`config.mk`:
```
export PLATFORM = sky130hd
export DESIGN_NAME = tx_stream_arbiter
export DESIGN_NICKNAME = d
export VERILOG_FILES = /design/src/rtl/tx_stream_arbiter.sv
export SDC_FILE = /design/constraint.sdc
export NUM_CORES = 1
export LEC_CHECK = 0
export CELL_PAD_IN_SITES_DETAIL_PLACEMENT = 0
export CELL_PAD_IN_SITES_GLOBAL_PLACEMENT = 1
export CORE_UTILIZATION = 38
export CTS_CLUSTER_SIZE = 12
export DETAILED_ROUTE_END_ITERATION = 7
export DONT_BUFFER_PORTS = 1
export PLACE_DENSITY = 0.78
export SLEW_MARGIN = 10
export SYNTH_ARGS = -nofsm -noshare
export SYNTH_HDL_FRONTEND = slang
export SYNTH_SLANG_ARGS = --single-unit
```
`constraint.sdc`:
```
create_clock -name clk -period 6.1 [get_ports clk]
set_clock_uncertainty 0.05 [all_clocks]
set_input_delay 1.22 -clock clk [delete_from_list [all_inputs] [get_ports clk]]
set_output_delay 1.22 -clock clk [all_outputs]
set_load 0.01 [all_outputs]
```
`src/rtl/tx_stream_arbiter.sv`:
```
// tx_stream_arbiter: packet-level round-robin arbiter sharing one Avalon-ST transmit path between NUM_SRC streams.
module tx_stream_arbiter #(
  parameter int DATA_WIDTH  = 32,
  parameter int EMPTY_WIDTH = 2,
  parameter int NUM_SRC     = 2,
  parameter int COUNT_WIDTH = 16
) (
  input  logic                           clk,
  input  logic                           rst,
  input  logic [NUM_SRC-1:0]             src_enable,
  input  logic [NUM_SRC*DATA_WIDTH-1:0]  in_data,
  input  logic [NUM_SRC-1:0]             in_valid,
  input  logic [NUM_SRC-1:0]             in_sop,
  input  logic [NUM_SRC-1:0]             in_eop,
  input  logic [NUM_SRC*EMPTY_WIDTH-1:0] in_empty,
  output logic [NUM_SRC-1:0]             in_ready,
  output logic [DATA_WIDTH-1:0]          out_data,
  output logic                           out_valid,
  output logic                           out_sop,
  output logic                           out_eop,
  output logic [EMPTY_WIDTH-1:0]         out_empty,
  input  logic                           out_ready,
  output logic                           grant_busy,
  output logic [$clog2(NUM_SRC)-1:0]     grant_idx,
  output logic [NUM_SRC*COUNT_WIDTH-1:0] pkt_count,
  output logic [COUNT_WIDTH-1:0]         drop_count
);
  localparam int IW = $clog2(NUM_SRC);
  typedef enum logic {IDLE, BUSY} state_t;
  state_t state;
  logic [NUM_SRC-1:0] cand, orphan;
  logic [IW-1:0] last_grant, win_idx, j;
  logic win_found, busy, xfer;
  assign busy = state == BUSY;
  assign grant_busy = busy;
  assign cand = in_valid & in_sop & src_enable;
  // Mid-packet beats seen while idle have no owner and are drained.
  assign orphan = busy ? '0 : in_valid & ~in_sop & src_enable;
  assign out_valid = busy & in_valid[grant_idx];
  assign out_sop = busy & in_sop[grant_idx];
  assign out_eop = busy & in_eop[grant_idx];
  assign out_data = in_data[grant_idx*DATA_WIDTH +: DATA_WIDTH];
  assign out_empty = in_empty[grant_idx*EMPTY_WIDTH +: EMPTY_WIDTH];
  assign xfer = out_valid & out_ready;
  assign in_ready = busy ? NUM_SRC'(out_ready) << grant_idx : orphan;
  // Scan farthest-first so the nearest candidate after last_grant wins.
  always_comb begin
    win_found = 1'b0;
    win_idx = '0;
    j = '0;
    for (int k = NUM_SRC; k >= 1; k--) begin
      j = IW'((int'(last_grant) + k) % NUM_SRC);
      if (cand[j]) begin
        win_found = 1'b1;
        win_idx = j;
      end
    end
  end
  always_ff @(posedge clk) begin
    if (rst) begin
      state <= IDLE;
      grant_idx <= '0;
      last_grant <= IW'(NUM_SRC - 1);
      pkt_count <= '0;
      drop_count <= '0;
    end else begin
      drop_count <= drop_count + COUNT_WIDTH'($countones(orphan));
      if (!busy && win_found) begin
        state <= BUSY;
        grant_idx <= win_idx;
      end else if (xfer && out_eop) begin
        state <= IDLE;
        last_grant <= grant_idx;
        pkt_count[grant_idx*COUNT_WIDTH +: COUNT_WIDTH] <= pkt_count[grant_idx*COUNT_WIDTH +: COUNT_WIDTH] + COUNT_WIDTH'(1);
      end
    end
  end
endmodule
```
==> results of run 1 <==
[through the flow]
step | total power (µW) | hold WS (ps) | std cells
5_1_grt | 653.1 | 476.4 | 419
6_report | 627.2 | 446.4 | 419
2_1_floorplan | 400.1 | 386.2 | 327
3_5_place_dp | 403.8 | 416.6 | 410
3_3_place_gp | 404.1 | 413.9 | 410
4_1_cts | 635.4 | 438.6 | 417
[layout make-up]
cell class / count / area (µm²) / share of cell area
Sequential cell: 51 / 1022 / 0.3308
Multi-Input combinational cell: 255 / 1807 / 0.5846
Antenna cell: 2 / 5.005 / 0.001619
Tap cell: 99 / 123.9 / 0.04008
Clock inverter: 2 / 37.54 / 0.01215
Timing Repair Buffer: 2 / 15.01 / 0.004858
Inverter: 3 / 11.26 / 0.003644
Clock buffer: 5 / 68.82 / 0.02227
[logic make-up (layout without fill, tap and decap cells)]
group / Yosys count / after routing / share of synthesized area
and+or+nand+nor: 139 / 139 / 0.2498
adders and majority gates: 3 / 3 / 0.01540
AOI/OAI and AO/OA: 34 / 34 / 0.07955
muxes: 47 / 47 / 0.1771
buffers and inverters: 21 / 12 / 0.03336
DFF: 51 / 51 / 0.3490
other: 0 / 2 / 0
xor gates and xnor gates: 32 / 32 / 0.09581
[critical path: cells and delay by family, from the launching register on]
| family | cells | cell delay [ps] |
|---|---|---|
| buffers and inverters | 2 | 630 |
| flip-flops | 1 | 670 |
| multiplexers | 1 | 390 |
| AND/OR/NAND/NOR | 1 | 80 |
[layout by cell type (no fill, tap or decap), types with 2 or more instances in the layout]
master and n:
dfxtp_1 50, nor2_1 44, mux2_2 38, nand2_1 27, nand3_1 21, xor2_1 20, xnor2_1 12, a21oi_1 11
mux2i_1 9, nor3_1 8, nand4_1 7, or3_1 5, o21ai_0 5, clkbuf_8 5, nor2b_1 4, and3_1 4
nor4_1 4, inv_1 3, nand3b_1 3, nand4b_4 3, o31ai_1 3, a211o_1 3, diode_2 2, a31oi_1 2
o31a_1 2, nor3b_1 2, and2_1 2, a211oi_1 2, ha_1 2, buf_4 2
[worst min-delay path by stage]
stage	end	slack, ps	cells past startpoint
2_1_floorplan	last_grant	390	1
3_3_place_gp	last_grant	410	1
3_5_place_dp	last_grant	420	1
4_1_cts	last_grant	440	1
5_1_grt	last_grant	480	1
6_report	last_grant	450	1
[registers in the layout, summed over array words and instances (netlist names)]
register	cells
pkt_count	32
grant_idx	1
grant_busy	1
drop_count	16
last_grant	1
[routing by layer]
| metal | vias up | GRT usage | share of wire | routed length [µm] |
|---|---|---|---|---|
| li1 | 1135 | - | - | - |
| met3 | 13 | 0.05753 | 0.075 | 602 |
| met1 | 1119 | 0.2015 | 0.37 | 2971 |
| met4 | 0 | 0.07787 | 0.030 | 238 |
| met2 | 105 | 0.3551 | 0.52 | 4188 |
| met5 | - | 0 | 0 | 0 |
[power by group through the flow]
stage	sequential [µW]	combinational [µW]	clock, µW
floorplan	345	54.7	0
global placement	349	55.0	0
detailed placement	349	54.8	0
CTS	341	55.1	239
global route	342	57.2	254
finish	341	54.2	232
==> flow_summary.yaml, run 1 <==
outcome:
  status: "complete, no violations"
placed_design:
  port_buffers: 0
  placed_area_um2: 2979
  dp_hpwl_um: 6109
  place_congestion: 0.8412
  pre_cts_slack_ps: 3053
synthesis:
  syn-num-nets: 409
  yosysMostFrequentCell: "dfxtp_1"
  synth_edf_count: 0
  yosysTopAreaCellShare: 0.3490
  yosysTopAreaCell: "dfxtp_1"
  synthFlopType: "dfxtp_1"
  synth.cell_area_um2: 2925
  ys_ff_latch: 51
  synth_common_cells: "dfxtp_1, nor2_1, mux2_2"
  async_flop_share: 0
  yosysWarnings: 0
  synth_area_leaders: "dfxtp_1, mux2_2, xor2_1"
  avgSynthCellArea_um2: 8.946
  netlist-cell-type-count: 44
  synthCells: 327
  ys_seq_area_frac: 0.3490
floorplanning:
  die_y_um: 89.74
  die_x_um: 89.74
  die_area_um2: 8053
  coreArea_um2: 7331
  num_rows: 31
  initial_core_util: 0.3990
  ioPinCount: 168
grt:
  grt_max_degree: 58
  grt_pass1_wl_um: 12160
  antenna_found_initial: 2
  grt_pass1_vias: 2229
  track_usage: 0.1920
  grt_overflow: 0
power_and_ir_drop:
  cellPowerDensity_nw_per_um2: 202.9
  power.switching_uw: 147.6
  combPwrFrac: 0.086
  ir_drop_mv: 0.1176
  pwr-share-seq: 0.544
  p_leak_uw: 0.001107
  power_switching_share: 0.2354
  p_int_uw: 479.5
  clkPwrFrac: 0.369
clock_tree:
  cts_tree: "built"
  ctsResizeCount: 0
  cts-hold-fix-buffers: 0
  clkLatencyLatePin_ps: 300
  path_clk_slew_ps: 90
  cts.sinks: 51
  root_buffer: "clkbuf_8"
  htreeDepth: 2
  post-cts-setup-buffers: 0
  cts_made_buffers: 5
  cts_buffer_depth: 2
sta:
  hold_viol_final: 0
  period_share: 0.5508
  max_slew_margin: 0.5547
  fmax_mhz: 297.6
  final_max_slew_viol_count: 0
  period_minus_slack_ps: 3360
  final-setup-viol-count: 0
  finalSetupTns_ps: 0
  tightest_slew_ps: 667.9
  layout_setup_ws_ps: 2740
  rsz0062_at_grt: "no"
hold_path:
  hp-start: "last_grant"
  hp-class: "register to register"
critical_path:
  critical_path_arrival_ps: 2090
  max_stage_delay_ps: 670
  crit_start: "grant_idx"
  worstSetupEndpointType: "output pin"
  worstPathCellList: "buf_4 > mux2_2 > nand2_1 > inv_1"
  worstPathRequired_ps: 4830
  r2r_slack_ps: 3420
  r2r_end: "pkt_count[22]"
  reg2reg_from: "grant_idx"
  path_class: "register to output pin"
  crit_path_start_kind: "register"
  critPathSlowestCell: "dfxtp_2"
  ff2ff_path_depth: 6
  crit_end: "out_eop"
  crit_fanout: 43
detailed_routing:
  wl_per_cell_um: 19.10
  route.detailed.drc: 0
  vias: 2372
  avgViaCountPerCell: 5.661
  drt_wl_total_um: 8001
  dr.pass1.iters: 4
  ant_nets: 0
  drt_iter0_drc: 89
layout:
  drive_gt1_frac: 0.1761
  utilization: 0.4216
  finalInstanceArea_um2: 3090
  area_growth_pct: 5.646
  fin_nets: 400
  fill_cells: 692
run:
  drv_cap: 0
Power figures use the tool's default switching activity.
==> run 2: changes to the inputs <==
Clock period 6.1 ns to 3.1 ns, I/O delays scaled along.
==> run 2 against run 1 <==
Sequential share of layout area shrank 0.11 points. Clock power increased by 78%. Critical path type unchanged. Critical path depth decreased by 2. Routed wire length is essentially flat. Die area did not move. Largest cell class unchanged. Final cell count rose by 0.95%. Total power is 90% higher. Clock-buffer cell count is 1 higher.
==> flow_summary.yaml, run 2 (same netlist as run 1, synthesis figures left out) <==
detailed_routing:
  vias: 2363
  wl_per_cell_um: 18.92
  route.detailed.drc: 0
  ant_nets: 0
  dr.pass1.iters: 4
  avgViaCountPerCell: 5.586
  drt_wl_total_um: 8004
  drt_iter0_drc: 148
outcome:
  status: "complete, no violations"
grt:
  grt_pass1_vias: 2251
  track_usage: 0.1940
  grt_overflow: 0
  grt_pass1_wl_um: 12300
  antenna_found_initial: 3
  grt_max_degree: 58
floorplanning:
  die_y_um: 89.74
  die_x_um: 89.74
  die_area_um2: 8053
  initial_core_util: 0.3990
  num_rows: 31
  coreArea_um2: 7331
  ioPinCount: 168
layout:
  layout_commonest_cell: "dfxtp_1"
  drive_gt1_frac: 0.1838
  regMostFlops: "pkt_count"
  area_growth_pct: 5.988
  reg_top3: "pkt_count x32, drop_count x16"
  largest_reg_flops: 32
  layout_common_cells: "dfxtp_1, nor2_1, mux2_2"
  fin_nets: 402
  fill_cells: 707
  utilization: 0.4229
clock_tree:
  cts-hold-fix-buffers: 0
  post-cts-setup-buffers: 0
  clkLatencyLatePin_ps: 300
  root_buffer: "clkbuf_8"
  cts_tree: "built"
  cts_made_buffers: 5
  path_clk_slew_ps: 100
  cts_buffer_depth: 2
  ctsResizeCount: 0
  cts.sinks: 51
  htreeDepth: 2
critical_path:
  path_class: "register to output pin"
  worstSetupEndpointType: "output pin"
  crit_fanout: 35
  critical_path_arrival_ps: 2040
  crit_path_start_kind: "register"
  worstPathRequired_ps: 2430
  ff2ff_path_depth: 5
sta:
  max_slew_margin: 0.5440
  fin_hold_ws_ps: 319.4
  final-setup-viol-count: 0
  finalSetupTns_ps: 0
  hold_viol_final: 0
  period_share: 0.8747
  period_minus_slack_ps: 2712
  tightest_slew_ps: 684.0
  final_max_slew_viol_count: 0
  fmax_mhz: 368.8
  rsz0062_at_grt: "no"
power_and_ir_drop:
  p_leak_uw: 0.001115
  cellPowerDensity_nw_per_um2: 383.9
  ir_drop_mv: 0.2007
run:
  drv_cap: 0
hold_path:
  hp-class: "primary input to register"
  min_path_cells: 1
placed_design:
  dp_hpwl_um: 6180
  port_buffers: 0
  place_congestion: 0.7953
## run 2: layer usage
metal  track usage  vias up  routed length [µm]
li1              -     1138                   -
met1        0.2014     1105                3045
met2        0.3583      107                4087
met3       0.06007       13                 628
met4       0.08197        0                 242
met5             0        -                   0
## run 2: path summary, 6_finish.rpt
kind              startpoint            end  slack [ps]
hold reg to reg   last_grant     last_grant         440
hold / removal           rst  drop_count[6]         320
setup reg to reg   grant_idx  pkt_count[27]         650
setup / recovery   grant_idx    out_data[1]         390
## run 2: final cells by class
class	instances	area [µm²]	area share
clock buffer	6	82.58	0.02663
antenna	3	7.507	0.002421
clock inverter	2	16.27	0.005246
timing repair buffer	4	30.03	0.009685
tap	99	123.9	0.03995
multi-input combinational	255	1807	0.5827
sequential	51	1022	0.3297
inverter	3	11.26	0.003632
## run 2: power breakdown
part | switching, µW | total (µW) | internal [µW]
combinational | 56.5 | 105 | 48.3
sequential | 14.0 | 673 | 659
clock | 230 | 412 | 183
## run 2: per-stage QoR
step           cell area [µm²]  power, µW  setup WS [ps]  cells
2_1_floorplan             2925      787.3          349.7    327
3_3_place_gp              2994      793.5          593.0    412
3_5_place_dp              2994      793.9          591.9    412
4_1_cts                   3093       1203          381.7    420
5_1_grt                   3100       1238          269.4    423
6_report                  3100       1190          388.4    423
## run 2: critical path, stage by stage, from the launching register on
cell,delay [ps]
dfxtp_2,780
buf_4,500
mux2_2,440
==> edit: new RTL, config.mk and constraints of run 2 <==
`DATA_WIDTH`: 32 -> 36.
--- a/src/rtl/tx_stream_arbiter.sv
+++ b/src/rtl/tx_stream_arbiter.sv
@@ -2,3 +2,3 @@
 module tx_stream_arbiter #(
-  parameter int DATA_WIDTH  = 32,
+  parameter int DATA_WIDTH  = 36,
   parameter int EMPTY_WIDTH = 2,
Ports: changed (resized in_data and out_data); port bits go from 168 to 180. No check against the original RTL was run, so the function may have changed too.
==> edit against run 2 <==
- design area grew 1.0%
- synthesized area grew 1.3%
- setup slack gained 0.11 ns
- critical endpoint is now out_data[28]
- power grew 4.9%
- combinational power grew 10%
- sequential cell count is the same
- wire length grew 5.3%
- via count grew 5.4%
==> edit: results <==
group,metric,value,unit
finish,nNetsFinal,420,
timing,clock.fmax,0.384,GHz
finish,drive_gt1_share,17.6,%
finish,multi_input_area_share,58.9,%
finish,diodes,2,
global_routing,grt_use_met2,36.1,%
global_routing,antenna_found_initial,2,
finish,multi_input_cells,267,
detailed_routing,firstDrtPassIters,5,
critical_path,r2r-start,"grant_busy$_SDFFE_PP0P_",
detailed_routing,drt_iter0_drc,81,
outcome,outcome,"complete, no violations",
critical_path,r2r_end,"drop_count[15]$_SDFF_PP0_",
power_and_ir_drop,p_leak,1.02,nW
detailed_routing,via_per_inst,5.78,
finish,clk_share,3.28,%
logic_synthesis,synth_xor_area_share,10.6,%
detailed_routing,wl,8430,um
finish,seq_share,32.6,%
global_routing,met3_usage,3.62,%
critical_path,r2r_setup_slack,0.67,ns
global_routing,grt_use_met1,23.1,%
placement,hpwl,6460,um
detailed_routing,met2WireLength,4420,um
detailed_routing,drt-met1-wl,3270,um
logic_synthesis,ys_top_cells_by_area,"dfxtp_1 (34%), mux2_2 (16%), xor2_1 (7.4%)",
min_path,holdPathEnd,"pkt_count[15]$_SDFFE_PP0P_",
placement,pre_cts_slack,0.621,ns
placement,gp_congestion,0.812,
logic_synthesis,synth_nets,427,
finish,inverters,1,
global_routing,grt_pass1_vias,2322,
logic_synthesis,ys_top_cells_by_count,"dfxtp_1 (51), nor2_1 (44), mux2_2 (41)",
critical_path,cp_max_fo,34,
==> edit: cell types whose count changed after synthesis, moves of 4 or more <==
cell	before	now
xor2_1	20	25
nor3_1	8	4
nand2_1	27	34
or4_1	0	4
nand3_1	21	29
==> edit: where the power goes <==
part,internal (W),switching (W)
clock,0.000237,0.000222
combinational,0.0000513,0.0000642
sequential,0.000659,0.0000149
total,0.000948,0.000301
==> edit: metrics by stage <==
step,utilization [%],std cells
floorplan,-,337
global placement,40.8,422
detailed placement,40.8,422
CTS,42.2,429
global route,42.3,431
finish,42.3,431
==> edit: cells by family after synthesis <==
logic type      Yosys count
fa+ha+maj                 3
mux                      47
compound gates           32
simple gates            149
buf+inv                  19
flops                    51
xor+xnor                 36
==> edit: critical path, stage by stage (launching register included) <==
cell and delay [ns]:
dfxtp_2 0.70, buf_4 0.47, mux2_2 0.44
